$ cat src/rtl/pixel_point_op_if.sv
// Valid/ready streaming flit bus shared by the point-operation engine's input and output sides.
interface pixel_point_op_if #(
    parameter int DATA_W = 128
);
    logic              valid;
    logic              ready;
    logic [DATA_W-1:0] data;

    modport master (output valid, output data, input ready);
    modport slave  (input valid, input data, output ready);
endinterface

$ cat src/rtl/pixel_point_op.sv
// Streaming per-pixel point operation (invert / threshold / saturating add / passthrough)
// over one block of BLOCK_BEATS flits, with a single output register stage.
module pixel_point_op #(
    parameter int DATA_W      = 128,
    parameter int PIX_W       = 16,
    parameter int MAX_VAL     = 255,
    parameter int BLOCK_BEATS = 32,
    parameter int CNT_W       = $clog2(BLOCK_BEATS + 1)
) (
    input  logic               clk,
    input  logic               rst_n,
    input  logic               start,
    input  logic [1:0]         cfg_mode,
    input  logic [PIX_W-1:0]   cfg_param,
    pixel_point_op_if.slave    in_if,
    pixel_point_op_if.master   out_if,
    output logic               busy,
    output logic               done,
    output logic [CNT_W-1:0]   beat_cnt
);
    localparam int               LANES     = DATA_W / PIX_W;
    localparam logic [CNT_W-1:0] LAST_BEAT = CNT_W'(BLOCK_BEATS);
    localparam logic [CNT_W-1:0] LAST_IDX  = CNT_W'(BLOCK_BEATS - 1);
    localparam logic [PIX_W:0]   MAX_EXT   = (PIX_W + 1)'(MAX_VAL);

    typedef enum logic [1:0] {IDLE, RUN, DRAIN, DONE} state_t;

    state_t            state_q, state_d;
    logic [CNT_W-1:0]  in_cnt_q, in_cnt_d;
    logic [CNT_W-1:0]  beat_cnt_q, beat_cnt_d;
    logic [1:0]        mode_q, mode_d;
    logic [PIX_W-1:0]  param_q, param_d;
    logic              out_valid_q, out_valid_d;
    logic [DATA_W-1:0] out_data_q, out_data_d;
    logic [DATA_W-1:0] result;
    logic              in_ready;
    logic              in_fire;
    logic              out_fire;

    // Lane arithmetic is one bit wider than a pixel so the saturating add cannot wrap.
    for (genvar k = 0; k < LANES; k++) begin : g_lane
        logic [PIX_W:0] p;
        logic [PIX_W:0] sum;
        logic [PIX_W:0] r;

        always_comb begin
            p   = {1'b0, in_if.data[k*PIX_W +: PIX_W]};
            sum = p + {1'b0, param_q};
            r   = p;
            case (mode_q)
                2'd0:    r = (p <= MAX_EXT) ? (MAX_EXT - p) : '0;
                2'd1:    r = (p >= {1'b0, param_q}) ? MAX_EXT : '0;
                2'd2:    r = (sum > MAX_EXT) ? MAX_EXT : sum;
                default: r = p;
            endcase
        end

        assign result[k*PIX_W +: PIX_W] = r[PIX_W-1:0];
    end

    always_comb begin
        in_ready    = (state_q == RUN) && (in_cnt_q < LAST_BEAT) && (!out_valid_q || out_if.ready);
        in_fire     = in_if.valid && in_ready;
        out_fire    = out_valid_q && out_if.ready;

        state_d     = state_q;
        in_cnt_d    = in_cnt_q;
        beat_cnt_d  = beat_cnt_q;
        mode_d      = mode_q;
        param_d     = param_q;
        out_valid_d = out_valid_q;
        out_data_d  = out_data_q;

        case (state_q)
            IDLE: begin
                if (start) begin
                    state_d    = RUN;
                    mode_d     = cfg_mode;
                    param_d    = cfg_param;
                    in_cnt_d   = '0;
                    beat_cnt_d = '0;
                end
            end
            RUN:     if (in_fire && (in_cnt_q == LAST_IDX)) state_d = DRAIN;
            DRAIN:   if (out_fire) state_d = DONE;
            default: state_d = IDLE;
        endcase

        // A load in the same cycle as an output handshake replaces the beat without a bubble.
        if (in_fire) begin
            in_cnt_d    = in_cnt_q + 1'b1;
            out_data_d  = result;
            out_valid_d = 1'b1;
        end else if (out_fire) begin
            out_valid_d = 1'b0;
        end

        if (out_fire && (beat_cnt_q != LAST_BEAT)) beat_cnt_d = beat_cnt_q + 1'b1;
    end

    always_ff @(posedge clk or negedge rst_n) begin
        if (!rst_n) begin
            state_q     <= IDLE;
            in_cnt_q    <= '0;
            beat_cnt_q  <= '0;
            mode_q      <= '0;
            param_q     <= '0;
            out_valid_q <= 1'b0;
            out_data_q  <= '0;
        end else begin
            state_q     <= state_d;
            in_cnt_q    <= in_cnt_d;
            beat_cnt_q  <= beat_cnt_d;
            mode_q      <= mode_d;
            param_q     <= param_d;
            out_valid_q <= out_valid_d;
            out_data_q  <= out_data_d;
        end
    end

    assign in_if.ready  = in_ready;
    assign out_if.valid = out_valid_q;
    assign out_if.data  = out_data_q;
    assign busy         = (state_q == RUN) || (state_q == DRAIN);
    assign done         = (state_q == DONE);
    assign beat_cnt     = beat_cnt_q;
endmodule
$ cat src/flat_wrapper.sv
// flat-port wrapper written by rule: the top's interface ports become plain ports
module pixel_point_op_flat 
#(
    parameter int DATA_W      = 128,
    parameter int PIX_W       = 16,
    parameter int MAX_VAL     = 255,
    parameter int BLOCK_BEATS = 32,
    parameter int CNT_W       = $clog2(BLOCK_BEATS + 1)
)
  (clk, rst_n, start, cfg_mode, cfg_param, busy, done, beat_cnt, in_if_valid, in_if_data, in_if_ready, out_if_valid, out_if_data, out_if_ready);
  pixel_point_op_if #(.DATA_W(DATA_W)) in_if_i ();
  pixel_point_op_if #(.DATA_W(DATA_W)) out_if_i ();
  input  logic clk;
  input  logic rst_n;
  input  logic start;
  input  logic [1:0] cfg_mode;
  input  logic [PIX_W-1:0] cfg_param;
  output logic busy;
  output logic done;
  output logic [CNT_W-1:0] beat_cnt;
  input wire logic [$bits(in_if_i.valid)-1:0] in_if_valid;
  input wire logic [$bits(in_if_i.data)-1:0] in_if_data;
  output wire logic [$bits(in_if_i.ready)-1:0] in_if_ready;
  output wire logic [$bits(out_if_i.valid)-1:0] out_if_valid;
  output wire logic [$bits(out_if_i.data)-1:0] out_if_data;
  input wire logic [$bits(out_if_i.ready)-1:0] out_if_ready;
  assign in_if_i.valid = in_if_valid;
  assign in_if_i.data = in_if_data;
  assign in_if_ready = in_if_i.ready;
  assign out_if_valid = out_if_i.valid;
  assign out_if_data = out_if_i.data;
  assign out_if_i.ready = out_if_ready;
  pixel_point_op #(.DATA_W(DATA_W), .PIX_W(PIX_W), .MAX_VAL(MAX_VAL), .BLOCK_BEATS(BLOCK_BEATS), .CNT_W(CNT_W)) u_core (.clk(clk), .rst_n(rst_n), .start(start), .cfg_mode(cfg_mode), .cfg_param(cfg_param), .in_if(in_if_i), .out_if(out_if_i), .busy(busy), .done(done), .beat_cnt(beat_cnt));
endmodule
$ cat config.mk
export PLATFORM = sky130hd
export DESIGN_NAME = pixel_point_op_flat
export DESIGN_NICKNAME = d
export VERILOG_FILES = /design/src/rtl/pixel_point_op_if.sv /design/src/rtl/pixel_point_op.sv /design/src/flat_wrapper.sv
export SDC_FILE = /design/constraint.sdc
export NUM_CORES = 1
export LEC_CHECK = 0
export BUFFER_PORTS_ARGS = -buffer_cell sky130_fd_sc_hd__clkbuf_2
export CAP_MARGIN = 20
export CORE_MARGIN = 2
export CORE_UTILIZATION = 54
export DETAILED_ROUTE_END_ITERATION = 10
export PLACE_DENSITY_LB_ADDON = 0.05
export SLEW_MARGIN = 10
export SYNTH_ARGS = -nofsm -noshare
export SYNTH_HDL_FRONTEND = slang
export SYNTH_SLANG_ARGS = --single-unit
$ cat constraint.sdc
create_clock -name clk -period 3.44 [get_ports clk]
set_input_delay 0.344 -clock clk [delete_from_list [all_inputs] [get_ports clk]]
set_output_delay 0.344 -clock clk [all_outputs]
set_load 0.01 [all_outputs]
==> impl_results.md <==
- Peak fanout along the critical path: 7
- Number of placed I/O pins: approximately 290
- Outcome: finished clean
- Initial DRT Pass Iterations: 6
- Wirelength, routed: approximately 74 mm
- Hold WC Path Type: primary input to register
- Vias post-DR: just over 20000
- Largest family of logic cells by synthesized area: compound AO/OA/AOI/OAI gates
- Global-route wire length before repair: 112 mm
- Worst clock skew on the final layout: 0.0129 ns
- Post-route minimum period: ~3.4 ns
- CTS buffer count: 17
- Proportion of power drawn by combinational gates: between 70 and 80%
- Switching component of the power: between 0.01 and 0.015 W
- Hold Path End: u_core.param_q[12]
- Post-Synth Adder-Cell Area: approximately a fifth
- Worst Reg2Reg Path Length in Cells: 13
- Async SR Flop Fraction: between 90% and 100%
- Port buffer count: 288
- Global-route met2 utilization: between 60% and 70%
- Relative max-transition margin: between 20% and 30%
- Sw frac: a little over half
- Area share of the largest cell type after synthesis: approximately 22%
- Post-synthesis average cell area: approximately 7.8 um2
- Type of origin of the critical path: register
- 1st-iter DRT viols: 2013
- Unrepaired setup endpoints after global routing: true
- H-tree depth: 4
- Kind of end point of the critical path: register
- Most used flip-flop cell after synthesis: sky130_fd_sc_hd__dfrtp_1
- Vertical extent of the die: roughly 190 um
- Req. time, crit path: between 3 and 4 ns
- Number of sinks on the clock net: around 160
- Post-synthesis cell count: approximately 2300
- Grt total ovfl: 0
- Global routing usage on met1: a little over half
- Clk root buf: sky130_fd_sc_hd__clkbuf_16
- Share of synthesized area spent on multiplexers: 2.34%
- CTS Buffer Depth: 2
- Post-synthesis sequential area ratio: between 20 and 25%
- Effective utilization at floorplan: between 50% and 60%
- FF+latch count, synth: 161
- Total cell area at the placement stage: about 21000 um2
- Number of distinct library cells after synthesis: 95
- Average wire per cell in the routed design: between 20 and 25 um
- Complex-gate fraction of the synthesized area: approximately 27%
- Area growth, synth to finish: 21.8%
- Placeable Area: between 30000 and 40000 um2
- Number of non-filler instances in the completed layout: between 3000 and 4000
- Launch instance of the worst min-delay path: cfg_param[12]
- Filler instances: 2843
- Area share of xor/xnor cells in the synthesized design: ~2.6%
- Clk_lat worst skew: 0.47 ns
- Post-synthesis cell type with the largest combined area: sky130_fd_sc_hd__dfrtp_1
- Arrival time at the worst endpoint: 3.75 ns
- Number of maximum-capacitance constraint violations: 0
- Largest net degree at the start of global routing: 100
- Most area-consuming cells after synthesis: sky130_fd_sc_hd__dfrtp_1, sky130_fd_sc_hd__ha_1, sky130_fd_sc_hd__a21oi_1
- Initial antenna violation count: 1
- VDD IR max: about 0.58 mV
- Met3 demand-to-capacity share in global routing: between 8 and 9%
- Clock slew seen by the registers of the worst setup and hold paths: about 0.08 ns
- Layout net count: ~3200
- # setup viols final: 0
- DRC violations left: 0
- Vias per inst: between 6 and 7
- Share of synthesized cell area in and, or, nand and nor gates: between 20% and 30%
- Final cycle utilization of the critical path: 98.7%
- Share of power burned in the clock network: 9.7%
- Cell total after placement: 3165
- TritonCTS clock tree: yes
- Worst hold-check slack: about 0.11 ns
- Number of standard-cell rows in the floorplan: 67
- Max-slew violations: 0
- Terminus of the critical flop-to-flop path: u_core.out_if.data[39]
- Busiest layer in global routing: met2
- DIE AREA: around 35000 um2
- Highest clock frequency the design can meet: 294 MHz
- Cell area after synthesis: 18400 um2
- Final Wtd Congestion: 1.04
- GRT Overall Usage: about two fifths
- Cell internal pwr: 0.0102 W
- Worst-Margin Slew: roughly 1.1 ns
- Count of antenna-violating nets left after detailed routing: 0
- Final non-filler cell area: about 22000 um2
- Count of final hold-check violations: 0
- Vias in the first global route: between 15000 and 20000
- Total half-perimeter wirelength after legalization and detailed placement: ~56 mm
- Hold Crit Depth: 2
- Number of flops mapped to enable cells by yosys: 0
- P_leak: between 10 and 15 nW
- Share of post-route cells with drive strength above 1: roughly 23%
- Warning count from the yosys run: 0
- Part of the total power dissipated in sequential elements: about 15%
- Width of the chip: about 190 um
- FF-to-FF Start: u_core.param_q[0]
- R2R setup slack: 0.04 ns
- Mapped Nets: 2779
- Power per Cell Area: a little under 1000 nW/um2
- Crit Path Category: register to register
[cell type report]
type	instances	area [um2]	share of cell area [%]
sequential	161	4030	18.0
multi-input combinational	1923	13600	60.6
inverter	156	593	2.65
timing repair buffer	483	3010	13.4
clock buffer	18	429	1.92
tap	448	561	2.51
clock inverter	14	180	0.805
antenna	2	5.00	0.0224
[per-layer routing]
layer | part of all wire, % | wire (um)
met1 | 40 | 29700
met2 | 45 | 33400
met5 | 0 | 0
met4 | 4.9 | 3640
met3 | 10 | 7570
[layout by cell type, fill, tap and decap left out, types with 15 or more instances in the layout]
cell | Yosys | final
sky130_fd_sc_hd__buf_4 | 2 | 183
sky130_fd_sc_hd__mux2i_1 | 16 | 16
sky130_fd_sc_hd__nor2b_1 | 48 | 45
sky130_fd_sc_hd__dfrtp_1 | 161 | 159
sky130_fd_sc_hd__or3_1 | 26 | 26
sky130_fd_sc_hd__o21bai_1 | 36 | 31
sky130_fd_sc_hd__nor4_1 | 20 | 18
sky130_fd_sc_hd__inv_1 | 155 | 152
sky130_fd_sc_hd__xnor2_1 | 37 | 37
sky130_fd_sc_hd__nand2_1 | 187 | 185
sky130_fd_sc_hd__a211oi_1 | 31 | 28
sky130_fd_sc_hd__nand2b_1 | 36 | 36
sky130_fd_sc_hd__a21oi_1 | 197 | 195
sky130_fd_sc_hd__mux2_2 | 24 | 24
sky130_fd_sc_hd__clkbuf_16 | 0 | 17
sky130_fd_sc_hd__a31oi_1 | 27 | 27
sky130_fd_sc_hd__nand4_1 | 20 | 20
sky130_fd_sc_hd__ha_1 | 271 | 262
sky130_fd_sc_hd__a21o_1 | 32 | 32
sky130_fd_sc_hd__nand3_1 | 101 | 100
sky130_fd_sc_hd__nor2_1 | 224 | 222
sky130_fd_sc_hd__nor3_1 | 62 | 60
sky130_fd_sc_hd__o221ai_1 | 19 | 19
sky130_fd_sc_hd__o22ai_1 | 15 | 15
sky130_fd_sc_hd__o31a_1 | 16 | 16
sky130_fd_sc_hd__clkbuf_2 | 3 | 287
sky130_fd_sc_hd__o21ai_0 | 171 | 169
sky130_fd_sc_hd__o31ai_1 | 25 | 25
sky130_fd_sc_hd__a221oi_1 | 17 | 16
sky130_fd_sc_hd__xor2_1 | 18 | 18
sky130_fd_sc_hd__o211ai_1 | 31 | 31
[flip-flops by register name, indices dropped and copies added, names as in the netlist]
register / cells
u_core.beat_cnt: 6
u_core.in_cnt_q: 6
u_core.out_if.data: 128
u_core.param_q: 16
u_core.state_q: 2
u_core.mode_q: 2
u_core.out_if.valid: 1
[cell families after synthesis]
kind of cell,after synthesis
and+or+nand+nor,802
AOI/OAI and AO/OA,747
adders and majority gates,279
buffers and inverters,265
DFF,161
xor gates and xnor gates,55
muxes,40
[what timing repair did]
item,4_1_cts,5_1_grt
buffers inserted,3,2
setup endpoints to repair,40,63
pin swaps,1,16
resized for setup,1,64
hold buffers,1,0
hold endpoints to repair,62,0
[worst max path at each step]
stage	startpoint	slack [ns]	end	cells after the start
after floorplan	u_core.param_q[1]	0.07	u_core.out_if.data[103]	11
after global placement	u_core.param_q[0]	-0.08	u_core.out_if.data[82]	12
after detailed placement	u_core.param_q[0]	-0.15	u_core.out_if.data[85]	11
after CTS	u_core.param_q[0]	0.002	u_core.out_if.data[82]	12
after global routing	u_core.param_q[0]	-0.06	u_core.out_if.data[39]	13
final	u_core.param_q[0]	0.04	u_core.out_if.data[39]	13
[power groups by stage]
stage	Sequential, W	Clock, W	Combinational, W
after floorplan	0.00344	0	0.00916
after global routing	0.00328	0.00217	0.0175
after detailed placement	0.00321	0	0.0154
after CTS	0.00318	0.00211	0.0155
after global placement	0.00319	0	0.0152
final	0.00322	0.00210	0.0163
[metrics by stage]
step | worst slack (ns) | TNS [ns] | total power [W] | utilization [%]
after global placement | -0.0750 | -0.173 | 0.0184 | 63.9
final | 0.0430 | 0 | 0.0217 | 66.7
after detailed placement | -0.146 | -1.61 | 0.0186 | 63.9
after global routing | -0.0560 | -0.391 | 0.0229 | 66.7
after floorplan | 0.0675 | 0 | 0.0126 | -
after CTS | 0.00161 | 0 | 0.0208 | 65.8
[worst max-delay path: stages (launching register included)]
cell                        delay [ns]
sky130_fd_sc_hd__dfrtp_2          0.50
sky130_fd_sc_hd__buf_6            0.17
sky130_fd_sc_hd__ha_1             0.19
sky130_fd_sc_hd__inv_1            0.08
sky130_fd_sc_hd__fa_2             0.22
sky130_fd_sc_hd__o21bai_1         0.10
sky130_fd_sc_hd__a21oi_2          0.19
sky130_fd_sc_hd__o21ai_2          0.11
sky130_fd_sc_hd__a31o_2           0.30
sky130_fd_sc_hd__or3b_4           0.38
sky130_fd_sc_hd__a2111oi_4        0.30
sky130_fd_sc_hd__nand4_1          0.20
sky130_fd_sc_hd__and2_4           0.22
sky130_fd_sc_hd__a221o_1          0.32
[synth_stat cells (27+ instances only)]
master                     count
sky130_fd_sc_hd__a211oi_1     31
sky130_fd_sc_hd__a21o_1       32
sky130_fd_sc_hd__a21oi_1     197
sky130_fd_sc_hd__a31oi_1      27
sky130_fd_sc_hd__clkbuf_1     87
sky130_fd_sc_hd__dfrtp_1     161
sky130_fd_sc_hd__ha_1        271
sky130_fd_sc_hd__inv_1       155
sky130_fd_sc_hd__nand2_1     187
sky130_fd_sc_hd__nand2b_1     36
sky130_fd_sc_hd__nand3_1     101
sky130_fd_sc_hd__nor2_1      224
sky130_fd_sc_hd__nor2b_1      48
sky130_fd_sc_hd__nor3_1       62
sky130_fd_sc_hd__o211ai_1     31
sky130_fd_sc_hd__o21ai_0     171
sky130_fd_sc_hd__o21bai_1     36
sky130_fd_sc_hd__xnor2_1      37
No activity file was read; power rests on OpenSTA's default activity.
